**src/rtl/pc_unit.sv**
```systemverilog
// pc_unit: program-counter unit for the single-cycle RISC-V core.
// Holds the fetch address and chooses the next PC from four sources:
// sequential step, branch/jump redirect, trap entry and trap return.
// Also flags misaligned redirects, captures the EPC on trap entry and
// counts retired instructions.
//
// Ports:
//   clk, reset       clock and synchronous active-high reset
//   stall            hold the PC this cycle
//   redirect_valid   branch/jump taken; redirect_target is the new PC
//   trap_req         enter the trap handler at TRAP_VEC
//   trap_ret         return from trap to epc
//   address          current fetch PC (registered)
//   pc_plus_step     address + STEP (combinational, wraps)
//   pc_valid         address is a valid fetch this cycle
//   misaligned       one-cycle pulse after a misaligned redirect was trapped
//   epc              PC saved at the last trap entry (registered)
//   instret          retired-instruction count (registered, wraps)
module pc_unit #(
    parameter int unsigned       XLEN      = 32,
    parameter logic [XLEN-1:0]   RESET_VEC = XLEN'(32'h0),
    parameter logic [XLEN-1:0]   TRAP_VEC  = XLEN'(32'h100),
    parameter int unsigned       ALIGN     = 2,
    parameter int unsigned       CNT_W     = 32
) (
    input  logic              clk,
    input  logic              reset,
    input  logic              stall,
    input  logic              redirect_valid,
    input  logic [XLEN-1:0]   redirect_target,
    input  logic              trap_req,
    input  logic              trap_ret,
    output logic [XLEN-1:0]   address,
    output logic [XLEN-1:0]   pc_plus_step,
    output logic              pc_valid,
    output logic              misaligned,
    output logic [XLEN-1:0]   epc,
    output logic [CNT_W-1:0]  instret
);

    localparam logic [XLEN-1:0] STEP       = XLEN'(1) << ALIGN;
    // Low address bits that must be zero; all-zero mask when ALIGN == 0.
    localparam logic [XLEN-1:0] ALIGN_MASK = STEP - XLEN'(1);

    typedef enum logic [1:0] {
        BOOT = 2'd0,
        RUN  = 2'd1,
        TRAP = 2'd2
    } state_t;

    state_t state;
    logic   target_misaligned;

    assign target_misaligned = |(redirect_target & ALIGN_MASK);
    assign pc_plus_step      = address + STEP;
    assign pc_valid          = (state == RUN);

    // Next-PC selection FSM; BOOT and TRAP are single bubble cycles that ignore inputs.
    always_ff @(posedge clk) begin
        if (reset) begin
            state      <= BOOT;
            address    <= RESET_VEC;
            epc        <= '0;
            instret    <= '0;
            misaligned <= 1'b0;
        end else begin
            misaligned <= 1'b0;
            unique case (state)
                BOOT: state <= RUN;
                TRAP: state <= RUN;
                RUN: begin
                    if (trap_req) begin
                        epc     <= address;
                        address <= TRAP_VEC;
                        state   <= TRAP;
                    end else if (redirect_valid && target_misaligned) begin
                        misaligned <= 1'b1;
                        epc        <= address;
                        address    <= TRAP_VEC;
                        state      <= TRAP;
                    end else if (redirect_valid) begin
                        // Redirect takes precedence over stall.
                        address <= redirect_target;
                        instret <= instret + CNT_W'(1);
                    end else if (trap_ret) begin
                        address <= epc;
                        instret <= instret + CNT_W'(1);
                    end else if (!stall) begin
                        address <= pc_plus_step;
                        instret <= instret + CNT_W'(1);
                    end
                end
                default: state <= BOOT;
            endcase
        end
    end

endmodule

```
**config.mk**
```make
export PLATFORM = sky130hd
export DESIGN_NAME = pc_unit
export DESIGN_NICKNAME = d
export VERILOG_FILES = /design/src/rtl/pc_unit.sv
export SDC_FILE = /design/constraint.sdc
export NUM_CORES = 1
export LEC_CHECK = 0
export ABC_AREA = 1
export CAP_MARGIN = 20
export CORE_MARGIN = 4
export CORE_UTILIZATION = 40
export CTS_CLUSTER_SIZE = 40
export DETAILED_ROUTE_END_ITERATION = 7
export PLACE_DENSITY = 0.69
export SYNTH_ARGS = -nofsm -noshare
export SYNTH_HDL_FRONTEND = slang
export SYNTH_SLANG_ARGS = --single-unit
```
**constraint.sdc**
```tcl
create_clock -name clk -period 2 [get_ports clk]
set_input_delay 0.3 -clock clk [delete_from_list [all_inputs] [get_ports clk]]
set_output_delay 0.3 -clock clk [all_outputs]
set_load 0.03 [all_outputs]
```
==> results of run 1 <==
==> stage by stage <==
step / util / worst slack, ns
finish: 0.622 / -0.107
global route: 0.622 / -0.187
CTS: 0.608 / -0.100
detailed placement: 0.562 / -0.0991
global placement: 0.562 / -0.0630
floorplan: - / 0.0146
==> what timing repair did <==
item	in CTS	in global routing
endpoints found under the setup margin	24	28
pin swaps	19	22
buffers inserted	23	7
gates resized for setup	58	54
==> cell usage in the layout (no fill, tap or decap), types with 2 or more instances in the layout <==
| cell | synthesis | final |
|---|---|---|
| o21a_1 | 3 | 3 |
| nor2_1 | 87 | 76 |
| nand3_2 | 0 | 3 |
| nand3_1 | 24 | 21 |
| nand2_4 | 1 | 4 |
| xor2_4 | 0 | 3 |
| and2_4 | 0 | 4 |
| nor2_2 | 12 | 17 |
| buf_12 | 0 | 4 |
| buf_4 | 6 | 74 |
| inv_1 | 102 | 100 |
| o21ai_0 | 75 | 75 |
| o22ai_1 | 4 | 4 |
| xnor2_1 | 6 | 5 |
| clkbuf_16 | 0 | 9 |
| nor2_4 | 8 | 14 |
| nand4_1 | 6 | 6 |
| buf_6 | 1 | 26 |
| clkbuf_2 | 0 | 2 |
| xor2_1 | 13 | 9 |
| dfxtp_2 | 0 | 12 |
| nor3b_1 | 2 | 2 |
| xor2_2 | 6 | 7 |
| inv_2 | 6 | 7 |
| clkdlybuf4s50_1 | 0 | 136 |
| dfxtp_4 | 0 | 3 |
| nand2_1 | 272 | 257 |
| a21oi_2 | 3 | 5 |
| nand2_2 | 11 | 23 |
| dfxtp_1 | 99 | 84 |
| o21ai_1 | 2 | 2 |
| nor3_1 | 13 | 13 |
| clkinv_2 | 0 | 3 |
| a21oi_1 | 82 | 80 |
| nand3b_1 | 10 | 10 |
| o211ai_1 | 3 | 3 |
| buf_2 | 8 | 2 |
==> power by group <==
part           total (mW)  internal, mW  switching [mW]
Sequential           2.10          2.05          0.0570
Clock                1.79          1.00           0.793
Combinational       0.910         0.371           0.539
Total                4.81          3.42            1.39
==> worst max-delay path by stage <==
stage,startpoint,to,slack [ns],cells after the start
2_1_floorplan,address[3],address[18],0.01,10
3_3_place_gp,redirect_valid,instret[24],-0.06,11
3_5_place_dp,redirect_valid,instret[18],-0.1,11
4_1_cts,address[2],pc_plus_step[26],-0.10,8
5_1_grt,address[2],pc_plus_step[26],-0.19,9
6_report,address[2],pc_plus_step[26],-0.11,8
==> flip-flops by register name, summed over array words and instances, names as in the netlist <==
signal      cells
state           2
epc            32
instret        32
address        32
misaligned      1
==> cell families (layout without fill, tap and decap cells) <==
group | count (synthesis) | in the layout | share of synthesized area
AND/OR/NAND/NOR | 453 | 453 | 0.341
AO/OA/AOI/OAI | 176 | 176 | 0.160
adder cells (fa/ha/maj) | 3 | 3 | 0.00651
flip-flops | 99 | 99 | 0.344
buffers and inverters | 144 | 370 | 0.101
XOR/XNOR | 25 | 25 | 0.0458
multiplexers | 1 | 1 | 0.00174
==> layout make-up <==
class	count	share of cell area
timing repair buffer	246	0.268
clock buffer	11	0.0279
clock inverter	5	0.00604
inverter	108	0.0469
sequential	99	0.231
tap	180	0.0259
multi-input combinational	658	0.394
==> per-layer routing <==
layer,part of all wire,vias up
li1,-,3277
met1,0.45,2958
met2,0.47,229
met3,0.067,25
met4,0.019,0
met5,0,-
==> impl_metrics.yaml, run 1 <==
die:
  core_area_um2: 14000
  fp.dieH_um: 128
  die-width_um: 128
  die_area_um2: 16400
  ioPinCount: 168
  start_util: 0.412
  fp_rows: 43
run_status:
  status: "finished, violations left"
  failed_checks: "negative setup slack"
timing:
  rsz_0062_raised_after_global_routing: "yes"
  final.period_utilization: 1.05
  setup_slack_after_layout_ns: -0.107
  totalNegativeSetupSlack_ns: -0.730
  final_count_of_pins_violating_max_slew: 0
  hold-worst-slack_ns: 0.344
  maxClockFrequency_ghz: 0.475
  tightestPinTransition_ns: 0.576
  finalSetupViolCount: 13
  endpoints_failing_hold: 0
  layout_min_cycle_time_ns: 2.11
  relSlewSlack: 0.616
  skew_ns: 0.00824
global_routing:
  grtUsageMet3: 0.0371
  gr-total-overflow: 0
  grt_pass1_vias: 6180
  grt-busiest-layer: "met2"
  grt_max_degree: 46
  met1_usage: 0.318
  global_route_wire_length_before_repair_um: 31500
  grt_use_met2: 0.390
  total_routing_usage_gr: 0.237
  antenna_violations_before_repair: 0
hold_path:
  hold_path_end: "instret[13]"
  holdPathStages: 2
  hold_path_startpoint: "reset"
  hold_path_class: "in2reg"
route:
  detail_route.wl_per_cell_um: 15.0
  via_per_inst: 4.96
  remaining_drcs: 0
  drt-initial-drc-count: 421
  wl_um: 19600
  detail-route-antenna-nets: 0
  detailedRoute.firstPassIterationCount: 5
  vias: 6489
logic_synthesis:
  synth-seq-area-share: 0.344
  yosys_most_used_dff: "dfxtp_1"
  yosys_warnings: 0
  mappedNetlistNets: 942
  postSynthCellCount: 901
  mappedNetlistArea_um2: 5760
  synth.lib_cells_used.distinct: 39
  share_of_flip_flops_with_an_asynchronous_set_or_reset_after_synthesis: 0
  synth_area_per_cell_um2: 6.40
  synth.top_cells.by_area: "dfxtp_1 (34%), nand2_1 (18%), a21oi_1 (7.1%)"
  synth-edff-count: 0
  synthDominantAreaCellType: "dfxtp_1"
  post_synthesis_register_bit_count: 99
  area_share_of_the_largest_cell_type_after_synthesis: 0.344
  synth_most_common_cell: "nand2_1"
  ys_top_cells_by_count: "nand2_1 (272), inv_1 (102), dfxtp_1 (99)"
run:
  maxCapViolations: 0
clock_tree:
  tritoncts: "done"
  clkSlewWorstSetupHoldPaths_ns: 0.07
  insertion_delay_ns: 0.35
  sinks_on_the_clock_net: 99
  cts-root-to-sink-buffers: 2
  cts_root_buf: "clkbuf_16"
  cts_inserted_buffers: 9
  cts.hold.buffers_added: 0
  cts_max_level: 3
layout:
  sequential_cell_area_um2: 2010
  final_nets: 1163
  antennaDiodeCount: 0
  relative_area_change_from_synthesis_to_final_layout_pct: 50.9
  design_area_um2: 8700
  fraction_of_layout_instances_using_a_drive_strength_above_1: 0.206
  fillCellCount: 1301
  multi_input_logic_area_um2: 3430
  final-instance-count-excl-fill: 1307
pwr:
  power-per-cell-area_nw_per_um2: 552
  power.static_leakage_nw: 3.39
  total_power_mw: 4.81
  vdd_ir_drop_max_mv: 0.295
placement:
  post_dp_cell_area_um2: 7860
  placed_cells_incl_taps: 1264
  detailedPlacementHpwl_um: 14200
  numPortBuffers: 167
  finalWeightedCongestion: 0.906
worst_setup_path:
  reg2reg_slack_ns: 0.03
  timing.rr.start: "address[3]"
  timing.critical_path.fanout_max: 4
  crit_path_cell_trace: "ha_4 > inv_4 > nor2_4 > nand2_4 > nor2_4 > nand3_1 > and2_4 > buf_6"
  cp.required_ns: 1.70
  crit_top_cell: "nor2_4"
  cp_top_family: "simple AND/OR/NAND/NOR gates"
  start_kind: "flip-flop"
  worstSetupPathType: "reg2out"
  critical_path.reg2reg.endpoint: "address[27]"
  worstPathArrival_ns: 1.81
  setup.worst_path.end_class: "primary output"
  cpMaxStageDelayCell: "dfxtp_4"
  r2r_cells: 16
  worst_path_largest_cell_delay_ns: 0.39
  cp_num_buf_inv: 2
Note: power is estimated with default switching activity, not from simulation.
==> run 2: changes to the inputs <==
--- a/config.mk
+++ b/config.mk
@@ -12,6 +12,7 @@
 export CTS_CLUSTER_SIZE = 40
 export DETAILED_ROUTE_END_ITERATION = 7
 export PLACE_DENSITY = 0.69
+export SKIP_LAST_GASP = 1
 export SYNTH_ARGS = -nofsm -noshare
 export SYNTH_HDL_FRONTEND = slang
 export SYNTH_SLANG_ARGS = --single-unit
==> impl_metrics.yaml, run 2 (synthesized netlist as in run 1, its figures left out) <==
worst_setup_path:
  critical_path.reg2reg.endpoint: "address[11]"
  setup.worst_path.end_class: "primary output"
  crit_path_cell_trace: "ha_4 > inv_2 > nor2_4 > nand2_4 > nor2_4 > nand3_1 > and2_4 > buf_6"
  timing.critical_path.fanout_max: 4
  cp.required_ns: 1.70
  worstSetupPathType: "reg2out"
  timing.rr.start: "address[3]"
  start_kind: "flip-flop"
  reg2reg_slack_ns: 0
  r2r_cells: 15
  worstPathArrival_ns: 1.80
  worst_path_largest_cell_delay_ns: 0.39
  cpMaxStageDelayCell: "dfxtp_4"
  crit_top_cell: "nor2_4"
route:
  wl_um: 19500
  detail-route-antenna-nets: 0
  detail_route.wl_per_cell_um: 15.0
  remaining_drcs: 0
  detailedRoute.firstPassIterationCount: 5
  vias: 6439
  drt-initial-drc-count: 438
  via_per_inst: 4.93
timing:
  layout_min_cycle_time_ns: 2.10
  tightestPinTransition_ns: 0.568
  final.period_utilization: 1.05
  maxClockFrequency_ghz: 0.476
  setup_slack_after_layout_ns: -0.0990
  finalSetupViolCount: 14
  relSlewSlack: 0.621
  rsz_0062_raised_after_global_routing: "yes"
  totalNegativeSetupSlack_ns: -0.796
  skew_ns: 0.00749
  endpoints_failing_hold: 0
  final_count_of_pins_violating_max_slew: 0
placement:
  placed_cells_incl_taps: 1264
  detailedPlacementHpwl_um: 14200
  finalWeightedCongestion: 0.906
  numPortBuffers: 167
layout:
  layout.cells.most_common_list: "nand2_1 (263), clkdlybuf4s50_1 (138), inv_1 (100)"
  fraction_of_layout_instances_using_a_drive_strength_above_1: 0.197
  final_core_utilization: 0.616
  commonest_non_fill_non_tap_cell_in_the_layout: "nand2_1"
  sequential_cell_area_um2: 2010
  final-instance-count-excl-fill: 1306
  relative_area_change_from_synthesis_to_final_layout_pct: 49.5
  fillCellCount: 1307
  antennaDiodeCount: 0
  multi_input_logic_area_um2: 3390
  reg.largest.list: "address: 32 flops, epc: 32 flops, instret: 32 flops"
  final_nets: 1162
die:
  core_area_um2: 14000
  die_area_um2: 16400
  ioPinCount: 168
  die-width_um: 128
  fp.dieH_um: 128
  start_util: 0.412
  fp_rows: 43
clock_tree:
  clkSlewWorstSetupHoldPaths_ns: 0.07
  tritoncts: "done"
  sinks_on_the_clock_net: 99
  cts-root-to-sink-buffers: 2
  insertion_delay_ns: 0.35
  cts_max_level: 3
  cts_inserted_buffers: 9
  cts_root_buf: "clkbuf_16"
pwr:
  vdd_ir_drop_max_mv: 0.296
  power.static_leakage_nw: 3.35
  power-per-cell-area_nw_per_um2: 557
run_status:
  failed_checks: "negative setup slack"
  status: "finished, violations left"
global_routing:
  global_route_wire_length_before_repair_um: 31500
  grt_max_degree: 46
  gr-total-overflow: 0
  total_routing_usage_gr: 0.237
  antenna_violations_before_repair: 0
  grt_pass1_vias: 6156
hold_path:
  hold_path_class: "in2reg"
  holdPathStages: 2
  hold_path_end: "instret[13]"
  hold_path_startpoint: "reset"
run:
  maxCapViolations: 0
==> run 2: repair_timing <==
action,4_1_cts,5_1_grt
resized for setup,46,43
endpoints found under the setup margin,24,29
hold buffers,0,0
setup buffers,23,4
pin swaps,19,19
==> run 2: final cells by class <==
type / count / area share
clock inverter: 5 / 0.00610
clock buffer: 11 / 0.0282
inverter: 108 / 0.0470
multi-input combinational: 658 / 0.393
tap: 180 / 0.0261
sequential: 99 / 0.233
timing repair buffer: 245 / 0.266
==> run 2: critical path, delay by kind of cell (launching register included) <==
| kind | cells | cell delay, ns |
|---|---|---|
| fa+ha+maj | 1 | 0.14 |
| buf+inv | 2 | 0.18 |
| flops | 1 | 0.39 |
| simple gates | 5 | 0.74 |
==> run 2: routing by layer <==
layer | vias to the layer above | routed length (um) | track usage
met4 | 0 | 354 | 0.0787
met2 | 187 | 9160 | 0.390
met3 | 26 | 1170 | 0.0375
met1 | 2946 | 8860 | 0.318
li1 | 3280 | - | -
met5 | - | 0 | 0
==> run 2: power breakdown <==
group | switching [mW] | total, mW | internal, mW
Combinational | 0.538 | 0.907 | 0.369
Sequential | 0.0564 | 2.10 | 2.05
Clock | 0.787 | 1.79 | 0.999
==> run 2: through the flow <==
| stage | total power, mW | setup slack [ns] | hold WS [ns] | cell area [um^2] |
|---|---|---|---|---|
| 6_report | 4.80 | -0.0990 | 0.347 | 8620 |
| 5_1_grt | 4.99 | -0.179 | 0.357 | 8620 |
| 4_1_cts | 4.83 | -0.100 | 0.342 | 8470 |
| 3_5_place_dp | 3.03 | -0.0991 | 0.451 | 7860 |
| 3_3_place_gp | 3.03 | -0.0630 | 0.449 | 7860 |
| 2_1_floorplan | 2.64 | 0.0146 | 0.377 | 5780 |
==> run 2: worst max path at each step <==
stage	startpoint	endpoint	slack, ns
4_1_cts	address[2]	pc_plus_step[26]	-0.10
6_report	address[2]	pc_plus_step[26]	-0.1
5_1_grt	address[2]	pc_plus_step[26]	-0.18
2_1_floorplan	address[3]	address[18]	0.01
3_3_place_gp	redirect_valid	instret[24]	-0.06
3_5_place_dp	redirect_valid	instret[18]	-0.1
